## config.mk

```make
export PLATFORM = sky130hd
export DESIGN_NAME = ex_stage
export DESIGN_NICKNAME = d
export VERILOG_FILES = /design/src/rtl/ex_stage.sv
export SDC_FILE = /design/constraint.sdc
export NUM_CORES = 1
export LEC_CHECK = 0
export CORE_ASPECT_RATIO = 0.6
export CORE_MARGIN = 2
export CORE_UTILIZATION = 40
export DETAILED_ROUTE_END_ITERATION = 12
export DONT_BUFFER_PORTS = 1
export GPL_TIMING_DRIVEN = 1
export MAX_ROUTING_LAYER = met4
export PLACE_DENSITY_LB_ADDON = 0.2
export SETUP_SLACK_MARGIN = 0.05
export SLEW_MARGIN = 20
export SYNTH_ARGS = -nofsm -noshare
export SYNTH_HDL_FRONTEND = slang
export SYNTH_SLANG_ARGS = --single-unit
export TNS_END_PERCENT = 50
```

## constraint.sdc

```tcl
create_clock -name clk -period 8.5 [get_ports clk]
set_clock_uncertainty 0.15 [all_clocks]
set_input_delay 2.125 -clock clk [delete_from_list [all_inputs] [get_ports clk]]
set_output_delay 2.125 -clock clk [all_outputs]
set_load 0.02 [all_outputs]
```

## src/rtl/ex_stage.sv

```systemverilog
// Execute stage of the five-stage RISC-V pipeline: operand forwarding, ALU, branch/jump resolution,
// an iterative shift-add multiplier, and the EX/MEM pipeline register.
module ex_stage #(
    parameter int XLEN      = 32,
    parameter int MUL_ITERS = 32
) (
    input  logic            clk,
    input  logic            rst_n,
    input  logic            valid_id,
    input  logic [XLEN-1:0] pc_id,
    input  logic [XLEN-1:0] rs1_val_id,
    input  logic [XLEN-1:0] rs2_val_id,
    input  logic [XLEN-1:0] imm_id,
    input  logic [4:0]      rs1_id,
    input  logic [4:0]      rs2_id,
    input  logic [4:0]      rd_id,
    input  logic [3:0]      alu_op_id,
    input  logic            alu_src_id,
    input  logic [2:0]      funct3_id,
    input  logic            branch_id,
    input  logic            jal_id,
    input  logic            jalr_id,
    input  logic            is_mul_id,
    input  logic            mem_read_id,
    input  logic            mem_write_id,
    input  logic            reg_write_id,
    input  logic            mem_to_reg_id,
    input  logic [4:0]      wb_rd,
    input  logic [XLEN-1:0] wb_data,
    input  logic            wb_reg_write,
    input  logic            flush,
    output logic [XLEN-1:0] alu_res_ex,
    output logic [XLEN-1:0] rs2_val_ex,
    output logic [4:0]      rd_ex,
    output logic            mem_read_ex,
    output logic            mem_write_ex,
    output logic            reg_write_ex,
    output logic            mem_to_reg_ex,
    output logic            branch_taken,
    output logic [XLEN-1:0] branch_target,
    output logic            ex_busy
);

    localparam int CW = (MUL_ITERS > 1) ? $clog2(MUL_ITERS) : 1;
    localparam logic [CW-1:0] LAST = CW'(MUL_ITERS - 1);

    typedef enum logic {IDLE, MUL} state_t;

    state_t          state, state_next;
    logic [XLEN-1:0] op_a, fwd_b, op_b, alu_out, jump_sum;
    logic [XLEN-1:0] mcand, mplier, acc, acc_next;
    logic [CW-1:0]   count;
    logic [4:0]      mul_rd;
    logic            mul_rw, mul_mtr, mul_mr, mul_mw;
    logic            cond, mul_start, mul_done;

    // A load result in EX/MEM is not available yet, so only ALU results forward from there.
    always_comb begin
        op_a = rs1_val_id;
        if (reg_write_ex && !mem_to_reg_ex && rd_ex != 5'd0 && rd_ex == rs1_id)
            op_a = alu_res_ex;
        else if (wb_reg_write && wb_rd != 5'd0 && wb_rd == rs1_id)
            op_a = wb_data;
        fwd_b = rs2_val_id;
        if (reg_write_ex && !mem_to_reg_ex && rd_ex != 5'd0 && rd_ex == rs2_id)
            fwd_b = alu_res_ex;
        else if (wb_reg_write && wb_rd != 5'd0 && wb_rd == rs2_id)
            fwd_b = wb_data;
        op_b = alu_src_id ? imm_id : fwd_b;
    end

    always_comb begin
        alu_out = '0;
        case (alu_op_id)
            4'd0:  alu_out = op_a + op_b;
            4'd1:  alu_out = op_a - op_b;
            4'd2:  alu_out = op_a & op_b;
            4'd3:  alu_out = op_a | op_b;
            4'd4:  alu_out = op_a ^ op_b;
            4'd5:  alu_out = op_a << op_b[4:0];
            4'd6:  alu_out = op_a >> op_b[4:0];
            4'd7:  alu_out = $signed(op_a) >>> op_b[4:0];
            4'd8:  alu_out = {{(XLEN-1){1'b0}}, $signed(op_a) < $signed(op_b)};
            4'd9:  alu_out = {{(XLEN-1){1'b0}}, op_a < op_b};
            4'd10: alu_out = op_b;
            default: alu_out = '0;
        endcase
    end

    always_comb begin
        cond = 1'b0;
        case (funct3_id)
            3'b000: cond = (op_a == fwd_b);
            3'b001: cond = (op_a != fwd_b);
            3'b100: cond = ($signed(op_a) < $signed(fwd_b));
            3'b101: cond = ($signed(op_a) >= $signed(fwd_b));
            3'b110: cond = (op_a < fwd_b);
            3'b111: cond = (op_a >= fwd_b);
            default: cond = 1'b0;
        endcase
        jump_sum      = op_a + imm_id;
        branch_target = jalr_id ? {jump_sum[XLEN-1:1], 1'b0} : pc_id + imm_id;
        branch_taken  = valid_id && !ex_busy && !flush && (jal_id || jalr_id || (branch_id && cond));
    end

    assign ex_busy   = (state == MUL);
    assign mul_start = valid_id && is_mul_id && !flush;
    assign mul_done  = (count == LAST);
    assign acc_next  = acc + (mplier[0] ? mcand : '0);

    always_ff @(posedge clk) begin
        if (!rst_n)
            state <= IDLE;
        else
            state <= state_next;
    end

    always_comb begin
        state_next = state;
        case (state)
            IDLE: if (mul_start) state_next = MUL;
            MUL:  if (flush || mul_done) state_next = IDLE;
            default: state_next = IDLE;
        endcase
    end

    always_ff @(posedge clk) begin
        if (!rst_n) begin
            mcand <= '0;
            mplier <= '0;
            acc <= '0;
            count <= '0;
            mul_rd <= '0;
            {mul_rw, mul_mtr, mul_mr, mul_mw} <= '0;
        end else if (state == IDLE) begin
            if (mul_start) begin
                mcand <= op_a;
                mplier <= op_b;
                acc <= '0;
                count <= '0;
                mul_rd <= rd_id;
                {mul_rw, mul_mtr, mul_mr, mul_mw} <= {reg_write_id, mem_to_reg_id, mem_read_id, mem_write_id};
            end
        end else begin
            acc <= acc_next;
            mcand <= mcand << 1;
            mplier <= mplier >> 1;
            count <= count + CW'(1);
        end
    end

    // Every edge defaults to a bubble; only a live IDLE instruction or a finishing multiply overrides it.
    always_ff @(posedge clk) begin
        alu_res_ex <= '0;
        rs2_val_ex <= '0;
        rd_ex <= '0;
        {mem_read_ex, mem_write_ex, reg_write_ex, mem_to_reg_ex} <= '0;
        if (rst_n && !flush) begin
            if (state == IDLE) begin
                if (valid_id && !is_mul_id) begin
                    alu_res_ex <= (jal_id || jalr_id) ? pc_id + XLEN'(4) : alu_out;
                    rs2_val_ex <= fwd_b;
                    rd_ex <= rd_id;
                    {mem_read_ex, mem_write_ex, reg_write_ex, mem_to_reg_ex} <=
                        {mem_read_id, mem_write_id, reg_write_id, mem_to_reg_id};
                end
            end else if (mul_done) begin
                alu_res_ex <= acc_next;
                rd_ex <= mul_rd;
                {mem_read_ex, mem_write_ex, reg_write_ex, mem_to_reg_ex} <= {mul_mr, mul_mw, mul_rw, mul_mtr};
            end
        end
    end

endmodule

```

==> Word level (Yosys, flattened, before mapping) <==
Cells that the tools add are included.
W data, S select, Z words.
{ "word_totals": {"inputBits": 201, "output_inout_bits": 107, "reg_bits": 184, "word_cells": 133} }
{ "op_classes": {"reduce_logical": 30, "n_shift": 3, "bitwise": 7, "order_cmp": 6, "n_addsub": 7, "n_eq_ne": 22, "n_mux": 39} }
{ "op_table": {"columns": ["op", "count"], "rows": [
  ["$mux W32", 15],
  ["$pmux W32 S11", 1],
  ["$add A32 B32 Y32", 4],
  ["$lt A32 B32 Y1", 4],
  ["$ge A32 B32 Y1", 2],
  ["$mux W31", 2],
  ["$add A32 B3 Y32 const B", 1],
  ["$and A32 B32 Y32", 1],
  ["$eq A32 B32 Y1", 1],
  ["$ne A32 B32 Y1", 1],
  ["$or A32 B32 Y32", 1],
  ["$shl A32 B5 Y32", 1],
  ["$shr A32 B5 Y32", 1],
  ["$sshr A32 B5 Y32", 1],
  ["$sub A32 B32 Y32", 1],
  ["$xor A32 B32 Y32", 1],
  ["$mux W5", 5],
  ["$eq A5 B5 Y1", 4],
  ["$eq A4 B3 Y1 const B", 4],
  ["$logic_and A1 B1 Y1", 15],
  ["$mux W1", 14],
  ["$eq A3 B3 Y1 const B", 4],
  ["$eq A4 B4 Y1 const B", 3],
  ["$reduce_bool A5 Y1", 2],
  ["other kinds (16)", 25]
]} }

==> Depth between registers and ports, before layout <==
Gate-level depths: netlist of the first run.
{ "logic_depth": {"word_depth": 11, "ltp_mapped": 23, "mapped_depth_nobuf": 20} }

==> Worst setup path after synthesis of the first run <==
Ideal clock, no wire load.
{ "synth_timing": {"kind": "input-to-output", "startpoint": "input wb_rd[1]", "endpoint": "output branch_target[28]", "arrival_time_ps": 6766, "cell_stages": 20, "path_buffers": 2, "setup_slack_ps": -541, "required_ps": 6225, "path_cell_list": "or4_4 -> o21a_1 -> and4_1 -> buf_6 -> buf_12 -> a211oi_4 -> nor2_4 -> and2_1 -> fa_1 -> a21o_1 -> a21oi_1 -> o21bai_1 -> a2111oi_0 -> o31ai_1 -> a21boi_0 -> o31ai_1 -> a221oi_1 -> nor2b_1 -> xor2_1 -> a21oi_1"} }
{ "synth_via": {"elab_chain_len": 7, "word_cells_on_any_way": 8, "cone_classes": "add/sub: 1; eq/ne: 1; mux: 3; reduce/logical: 3"} }
{ "synth_rtl": {"columns": ["item", "line", "source"], "rows": [
  ["start: declaration", "28", "input logic [4:0] wb_rd,"],
  ["$reduce_bool A5 Y1", "62", "else if (wb_reg_write && wb_rd != 5'd0 && wb_rd == rs1_id)"],
  ["$logic_and A1 B1 Y1", "62", null],
  ["$logic_and A1 B1 Y1 *", "62", null],
  ["$mux W32 *", "62", null],
  ["$mux W32 *", "60", "if (reg_write_ex && !mem_to_reg_ex && rd_ex != 5'd0 && rd_ex == rs1_id)"],
  ["$add A32 B32 Y32 *", "101", "jump_sum = op_a + imm_id;"],
  ["$mux W32 *", "102", "branch_target = jalr_id ? {jump_sum[XLEN-1:1], 1'b0} : pc_id + imm_id;"],
  ["end: declaration", "40", "output logic [XLEN-1:0] branch_target,"]
]} }
Mark *: on every way between the ends. The rest lies on a longest branch, timed or not.

==> Final worst setup path of the first run <==
{ "layout_timing": {"startpoint": "input wb_rd[1]", "endpoint": "output branch_taken"} }
{ "layout_via": {"elab_chain_len": 10, "word_cells_on_any_way": 20, "cone_classes": "order compare: 4; eq/ne: 4; mux: 5; reduce/logical: 7"} }
{ "layout_rtl": {"columns": ["item", "line", "source"], "rows": [
  ["$reduce_bool A5 Y1", "62, 67", null],
  ["$logic_and A1 B1 Y1", "62, 67", null],
  ["$logic_and A1 B1 Y1 (on tied branches)", "62, 67", null],
  ["$mux W32 (on tied branches)", "62, 67", null],
  ["$mux W32 (on tied branches)", "60, 65", null],
  ["$ge A32 B32 Y1 (tied with other cells)", "98", "3'b111: cond = (op_a >= fwd_b);"],
  ["$pmux W1 S6 *", "92", "case (funct3_id)"],
  ["$logic_and A1 B1 Y1 *", "103", "branch_taken = valid_id && !ex_busy && !flush && (jal_id || jalr_id || (branch_id && cond));"],
  ["$logic_or A1 B1 Y1 *", "103", null],
  ["$logic_and A1 B1 Y1 *", "103", null],
  ["end: declaration", "39", "output logic branch_taken,"]
]} }
Marks and branches as above.

==> reports/summary.md, run 1 <==
- **share of power burned in registers** 25.3%
- **critical path peak fanout** 8
- **net count after synthesis** 3,890
- **timing-limited maximum frequency** 117 MHz
- **combinational group share of total power** 50.4%
- **Routed Wire Length** 144,000 um
- **Cells after Synth** 3,445
- **number of warnings issued by yosys** 0
- **number of hold-slack violations in the final timing report** 0
- **headroom to the max-slew limit** 9.40%
- **number of enable flip-flop cells after synthesis** 0
- **Final Slew Violations** 0
- **post-layout min period** 8.53 ns
- **CTS buffer count** 17
- **total half-perimeter wirelength after legalization and detailed placement** 116,000 um
- **fraction of the yosys area taken by sequential cells** 14.9%
- **setup repair after global routing missed its margin** true
- **Final Worst Setup Slack** -0.0310 ns
- **predominant post-synthesis flop cell** sky130_fd_sc_hd__dfxtp_1
- **initial standard-cell utilization of the core** 40.5%
- **flip-flop and latch count after synthesis** 184
- **initial antenna violation count** 7
- **cell-internal power** 1.94 mW
- **clock tree from TritonCTS** yes
- **Clk Latency, worst-skew pair** 0.51 ns
- **number of failing setup endpoints in the final timing report** 2
- **maximum vdd ir drop** 0.111 mV
- **hold-fix buffer count after cts** 0
- **Clock H-tree levels** 4
- **Placed Cells** 4,421
- **Max stage delay on crit path** 0.51 ns
- **count of cell types in the netlist** 107
- **total gr overflow** 0
- **number of rows created at floorplan** 70
- **number of optimization iterations in the first detailed-route pass** 6
- **category of the worst setup path capture point** output pin
- **clock network fraction of design power** 24.3%
- **area share of and/or/nand/nor cells after synthesis** 22.4%
- **post-synthesis compound-gate area fraction** 31.3%
- **average via count per standard cell** 6.58
- **number of top-level design ports** 308
- **pin slew with the least headroom to its limit** 1.35 ns
- **Sw Pwr** 1.69 mW
- **Remaining DRCs** 0
- **type of the most critical hold path** reg2reg
- **Worst-path clk slew** 0.08 ns
- **Setup Total Neg Slack** -0.0473 ns
- **number of violations of the max-capacitance limit** 0
- **Post-Syn Area** 24,700 um2
- **proportion of total power due to net switching** 46.5%
- **slowest stage cell, crit path** sky130_fd_sc_hd__or4_4
- **IO Port Bufs** 0
- **Placeable Area** 61,000 um2
- **floorplan die area** 63,900 um2
- **main combinational cell family by area after synthesis** compound AO/OA/AOI/OAI gates
- **data arrival at the endpoint of the critical path** 6.26 ns
- **worst-path cell chain** or4_4, buf_4, o21ai_4, nor3_4, buf_12, buf_12, mux2i_1, o21ai_1, inv_1, ha_2, a21o_1, a21o_1, a21o_1, a21o_1, a221o_1, a22oi_2, nand3_1, a21oi_2, xnor3_1, nand3b_1, a311oi_4, buf_6
- **share of cell area taken by muxes after synthesis** 8.05%
- **Final Non-Filler Cells** 4,476
- **violations in the final reports** setup timing
- **final weighted congestion in routability-driven placement** 1.12
- **mean routed wirelength per cell** 32.1 um
- **ratio of total power to cell area** 127 nW/um2
- **number of antenna-violating nets in the routed design** 0
- **maximum number of pins on one net before global-route repair** 113
- **most common library cell in the layout ignoring fill and taps** sky130_fd_sc_hd__nand2_1
- **combined global-route utilization of all metal layers** 44.8%
- **first-pass GRT wire length** 201,000 um
- **average cell area after synthesis** 7.18 um2
- **clock sink count** 184
- **vias after detailed routing** 29,400
- **required time worst endpoint** 6.23 ns
- **Startpoint Class** input port
- **leading cell types in the layout, fill and taps excluded** 361 x sky130_fd_sc_hd__nand2_1, 356 x sky130_fd_sc_hd__buf_4, 331 x sky130_fd_sc_hd__a21oi_1
- **cell seen most often among critical-path stages** sky130_fd_sc_hd__a21o_1
- **height of the die** 197 um
- **final design area excluding fillers** 28,700 um2
- **1st-iter DRT viols** 4,424
- **fraction of final layout cells sized beyond drive strength 1** 15.2%
- **Die Span X** 325 um
- **leakage power** 12.0 nW
- **relative area change from synthesis to final layout** 16.0%
- **number of global-route vias before repair** 25,900
- **number of nets in the layout** 4,072
- **outcome** complete, but fails checks
- **async set-reset flop share out of synthesis** 0%
- **fill cell instance count of the final layout** 6,299
- **Synth Area in XOR/XNOR** 4.91%
- **start-to-end type of the worst setup path** in2out
- **Adder-Cell Fraction of Synth Area** 12.5%
- **placed instance area** 27,700 um2
- **final period utilization** 100%
- **clock tree root driver cell** sky130_fd_sc_hd__clkbuf_16
- **maximum buffer depth of the clock tree** 2
==> layout make-up <==
cell class                      instances  area [um2]  area share [%]
Multi-Input combinational cell       2907       19900            69.3
Sequential cell                       184        3690            12.9
Timing Repair Buffer                  369        2880            10.1
Tap cell                              828        1040            3.61
Inverter                              148         561            1.95
Clock buffer                           18         439            1.53
Clock inverter                         14         176           0.615
Antenna cell                            8        20.0          0.0698
==> state kept, by name, indices dropped and copies added (netlist names), 5 cells and up <==
signal	flops
mul_rd	5
acc	32
count	5
rs2_val_ex	32
alu_res_ex	32
mplier	32
mcand	32
rd_ex	5
==> power by group through the flow <==
stage                     Combinational (mW)  Sequential [mW]  Clock, mW
after global placement                  1.71            0.938          0
after floorplan                         1.03            0.922          0
after global routing                    1.90            0.921      0.914
after CTS                               1.71            0.917      0.885
after detailed placement                1.70            0.937          0
final                                   1.83            0.918      0.883
==> timing repair <==
item	CTS	global route
setup buffers	4	11
gates resized for setup	29	35
setup endpoints to repair	15	16
cloned	0	0
pin swaps	10	28
==> per-stage QoR <==
step           hold slack, ns  setup WS [ns]  util, %  total power [mW]
3_3_place_gp            0.292         -0.196     45.4              2.65
2_1_floorplan           0.269         0.0383        -              1.95
6_report                0.302        -0.0310     47.0              3.63
3_5_place_dp            0.295         -0.241     45.4              2.63
4_1_cts                 0.308         0.0332     46.6              3.52
5_1_grt                 0.341         -0.189     47.0              3.74
==> cells in the mapped netlist (31+ instances only) <==
library cell / number / area (um2)
sky130_fd_sc_hd__dfxtp_1: 184 / 3680
sky130_fd_sc_hd__a21o_1: 63 / 473
sky130_fd_sc_hd__nand4_1: 33 / 206
sky130_fd_sc_hd__xor2_1: 51 / 447
sky130_fd_sc_hd__and2_1: 63 / 394
sky130_fd_sc_hd__o211ai_1: 33 / 248
sky130_fd_sc_hd__a31oi_1: 31 / 194
sky130_fd_sc_hd__nor2_1: 331 / 1240
sky130_fd_sc_hd__o21ai_0: 200 / 1000
sky130_fd_sc_hd__buf_2: 36 / 180
sky130_fd_sc_hd__nand3_1: 56 / 280
sky130_fd_sc_hd__nand2_1: 361 / 1360
sky130_fd_sc_hd__clkbuf_1: 135 / 507
sky130_fd_sc_hd__inv_1: 143 / 537
sky130_fd_sc_hd__xnor2_1: 85 / 744
sky130_fd_sc_hd__a22oi_1: 40 / 300
sky130_fd_sc_hd__a211oi_1: 79 / 593
sky130_fd_sc_hd__nor3_1: 70 / 350
sky130_fd_sc_hd__a21oi_1: 340 / 1700
sky130_fd_sc_hd__ha_1: 239 / 2990
sky130_fd_sc_hd__mux2i_1: 184 / 1840
sky130_fd_sc_hd__o22ai_1: 38 / 238
sky130_fd_sc_hd__nor2b_1: 106 / 663
==> kinds of logic after synthesis <==
| logic type | count (synthesis) |
|---|---|
| fa+ha+maj | 244 |
| mux | 193 |
| compound gates | 1166 |
| flops | 184 |
| xor+xnor | 137 |
| buf+inv | 354 |
| simple gates | 1167 |
==> metal layers <==
metal  vias up  part of all wire, %  track usage [%]
li1      13000                    -                -
met1     14100                   46             65.0
met2      2131                   35             53.9
met3       260                   16             19.9
met4         0                  3.0             11.5
met5         -                    0                -
==> worst paths after layout <==
| kind | slack [ns] | startpoint | depth (start not counted) | endpoint |
|---|---|---|---|---|
| worst max-delay path | -0.03 | wb_rd[1] | 22 | branch_taken |
| worst min-delay path | 0.30 | count[3] | 1 | count[3] |
| worst max register to register | 1.40 | rd_ex[1] | 22 | alu_res_ex[25] |
| worst min register to register | 0.30 | count[3] | 1 | count[3] |
==> worst max-delay path, delay by kind of cell <==
family                   cells  cell delay [ns]
buffers and inverters        5             0.68
AO/OA/AOI/OAI               10             2.01
adder cells (fa/ha/maj)      1             0.18
AND/OR/NAND/NOR              4             0.90
XOR/XNOR                     1             0.22
multiplexers                 1             0.12
Power figures use the tool's default switching activity.
==> run 2: changes to the inputs <==
clock period = 9.1 ns   (was 8.5 ns; I/O delays follow)
==> run 2 against run 1 <==
Against the previous run: the run now ends clean; power is 8.0% lower; sequential share of layout area is 0.36 points higher; first-iteration DRC count is 2.0% higher; cell area is 2.8% lower; critical path depth is 1 higher; clock power is 5.7% lower; utilization is 1.3 points lower.
==> reports/summary.md, run 2 (synthesized netlist as in run 1, its figures left out) <==
- **outcome** complete, no violations
- **total power of the final layout** 3.34 mW
- **r2r endpoint** alu_res_ex[30]
- **first-pass GRT wire length** 200,000 um
- **Routed Wire Length** 145,000 um
- **clock tree root driver cell** sky130_fd_sc_hd__clkbuf_16
- **number of global-route vias before repair** 24,900
- **maximum buffer depth of the clock tree** 2
- **Max stage delay on crit path** 0.52 ns
- **Die Span X** 325 um
- **Setup Total Neg Slack** 0 ns
- **Final Worst Setup Slack** 0.0684 ns
- **maximum number of pins on one net before global-route repair** 113
- **worst slack, placed** -0.353 ns
- **fraction of final layout cells sized beyond drive strength 1** 12.4%
- **1st-iter DRT viols** 4,513
- **number of top-level design ports** 308
- **number of antenna-violating nets in the routed design** 0
- **final design area excluding fillers** 27,900 um2
- **maximum vdd ir drop** 0.0984 mV
- **clock tree from TritonCTS** yes
- **required time worst endpoint** 6.68 ns
- **headroom to the max-slew limit** 16.4%
- **Clk Latency, worst-skew pair** 0.50 ns
- **total half-perimeter wirelength after legalization and detailed placement** 116,000 um
- **pin slew with the least headroom to its limit** 1.24 ns
- **height of the die** 197 um
- **Endpoint, Worst Hold** count[3]
- **data arrival at the endpoint of the critical path** 6.61 ns
- **placed instance area** 26,900 um2
- **clock sink count** 184
- **initial standard-cell utilization of the core** 40.5%
- **worst hold stages** 1
- **Final Slew Violations** 0
- **vias after detailed routing** 28,900
- **initial antenna violation count** 15
- **post-layout min period** 9.03 ns
- **fill cell instance count of the final layout** 6,340
- **type of the most critical hold path** reg2reg
- **Remaining DRCs** 0
- **FF-to-FF path depth** 20
- **setup repair after global routing missed its margin** true
- **number of failing setup endpoints in the final timing report** 0
- **ratio of total power to cell area** 120 nW/um2
- **average via count per standard cell** 6.59
- **relative area change from synthesis to final layout** 12.8%
- **final period utilization** 99.2%
- **number of hold-slack violations in the final timing report** 0
- **critical path peak fanout** 6
- **start-to-end type of the worst setup path** in2out
- **hold-fix buffer count after cts** 0
- **worst-path cell chain** or4_4, o21a_1, and4_4, buf_4, buf_4, mux2i_2, o21ai_2, ha_1, buf_4, a21oi_1, nor2b_1, o21ai_1, a211o_1, o31ai_1, o21ai_4, buf_4, o21a_1, o31ai_2, buf_4, a31oi_1, xor2_1, a21oi_1, buf_4
- **register-to-register setup slack** 1.91 ns
- **RR Startpoint** rd_ex[1]
- **mean routed wirelength per cell** 33.0 um
- **slowest stage cell, crit path** sky130_fd_sc_hd__or4_4
- **leakage power** 11.5 nW
- **Placeable Area** 61,000 um2
- **leading cell types in the layout, fill and taps excluded** 361 x sky130_fd_sc_hd__nand2_1, 334 x sky130_fd_sc_hd__a21oi_1, 327 x sky130_fd_sc_hd__nor2_1
- **number of violations of the max-capacitance limit** 0
- **number of nets in the layout** 3,977
- **final weighted congestion in routability-driven placement** 1.12
- **Worst-path clk slew** 0.08 ns
- **Startpoint Class** input port
- **number of optimization iterations in the first detailed-route pass** 6
- **IO Port Bufs** 0
- **cell seen most often among critical-path stages** sky130_fd_sc_hd__buf_4
- **floorplan die area** 63,900 um2
- **combined global-route utilization of all metal layers** 45.1%
- **CTS buffer count** 17
- **category of the worst setup path capture point** output pin
- **number of rows created at floorplan** 70
- **Clock H-tree levels** 4
- **timing-limited maximum frequency** 111 MHz
- **total gr overflow** 0
- **worst min-delay path startpoint** count[3]
- **most common library cell in the layout ignoring fill and taps** sky130_fd_sc_hd__nand2_1
## run 2: repair_timing
action / 4_1_cts / 5_1_grt
pin swaps: 2 / 16
buffers inserted: 2 / 11
setup endpoints to repair: 9 / 14
gates cloned: 0 / 0
gates resized for setup: 9 / 42
## run 2: layout make-up
cell class	instances	area (um2)	share of cell area [%]
Multi-Input combinational cell	2907	19800	71.0
Sequential cell	184	3690	13.2
Timing Repair Buffer	274	2140	7.69
Tap cell	828	1040	3.71
Inverter	148	561	2.01
Clock buffer	18	439	1.57
Clock inverter	14	175	0.628
Antenna cell	13	32.5	0.117
## run 2: metal layers
layer	up-vias	track usage [%]	wire [um]
met3	221	21.1	23700
li1	12800	-	-
met5	-	-	0
met2	2093	54.0	50800
met1	13800	65.6	66700
met4	0	9.48	3500
## run 2: worst max-delay path: cells and delay by family
kind            cells  cell delay (ns)
mux                 1             0.20
fa+ha+maj           1             0.30
compound gates     11             1.80
xor+xnor            1             0.14
simple gates        3             0.82
buf+inv             6             1.04
## run 2: worst max path at each step
| stage | startpoint | end | slack, ns | cells after the start |
|---|---|---|---|---|
| finish | wb_rd[1] | branch_target[19] | 0.07 | 23 |
| global route | wb_rd[1] | branch_taken | 0.01 | 20 |
| detailed placement | wb_rd[1] | branch_target[28] | -0.35 | 18 |
| floorplan | wb_rd[1] | branch_target[28] | 0.09 | 20 |
| CTS | wb_rd[1] | branch_target[28] | 0.05 | 18 |
| global placement | rs2_id[3] | branch_taken | -0.49 | 19 |
## run 2: through the flow
stage | hold slack, ns | util (%) | std cells
after floorplan | 0.269 | - | 3445
after global placement | 0.288 | 44.1 | 4328
after detailed placement | 0.292 | 44.1 | 4328
after CTS | 0.304 | 45.3 | 4362
after global routing | 0.335 | 45.7 | 4383
final | 0.306 | 45.7 | 4386
## run 2: power breakdown
part	internal, mW	switching (mW)
clock network	0.403	0.430
registers	0.825	0.0298
logic	0.561	1.09
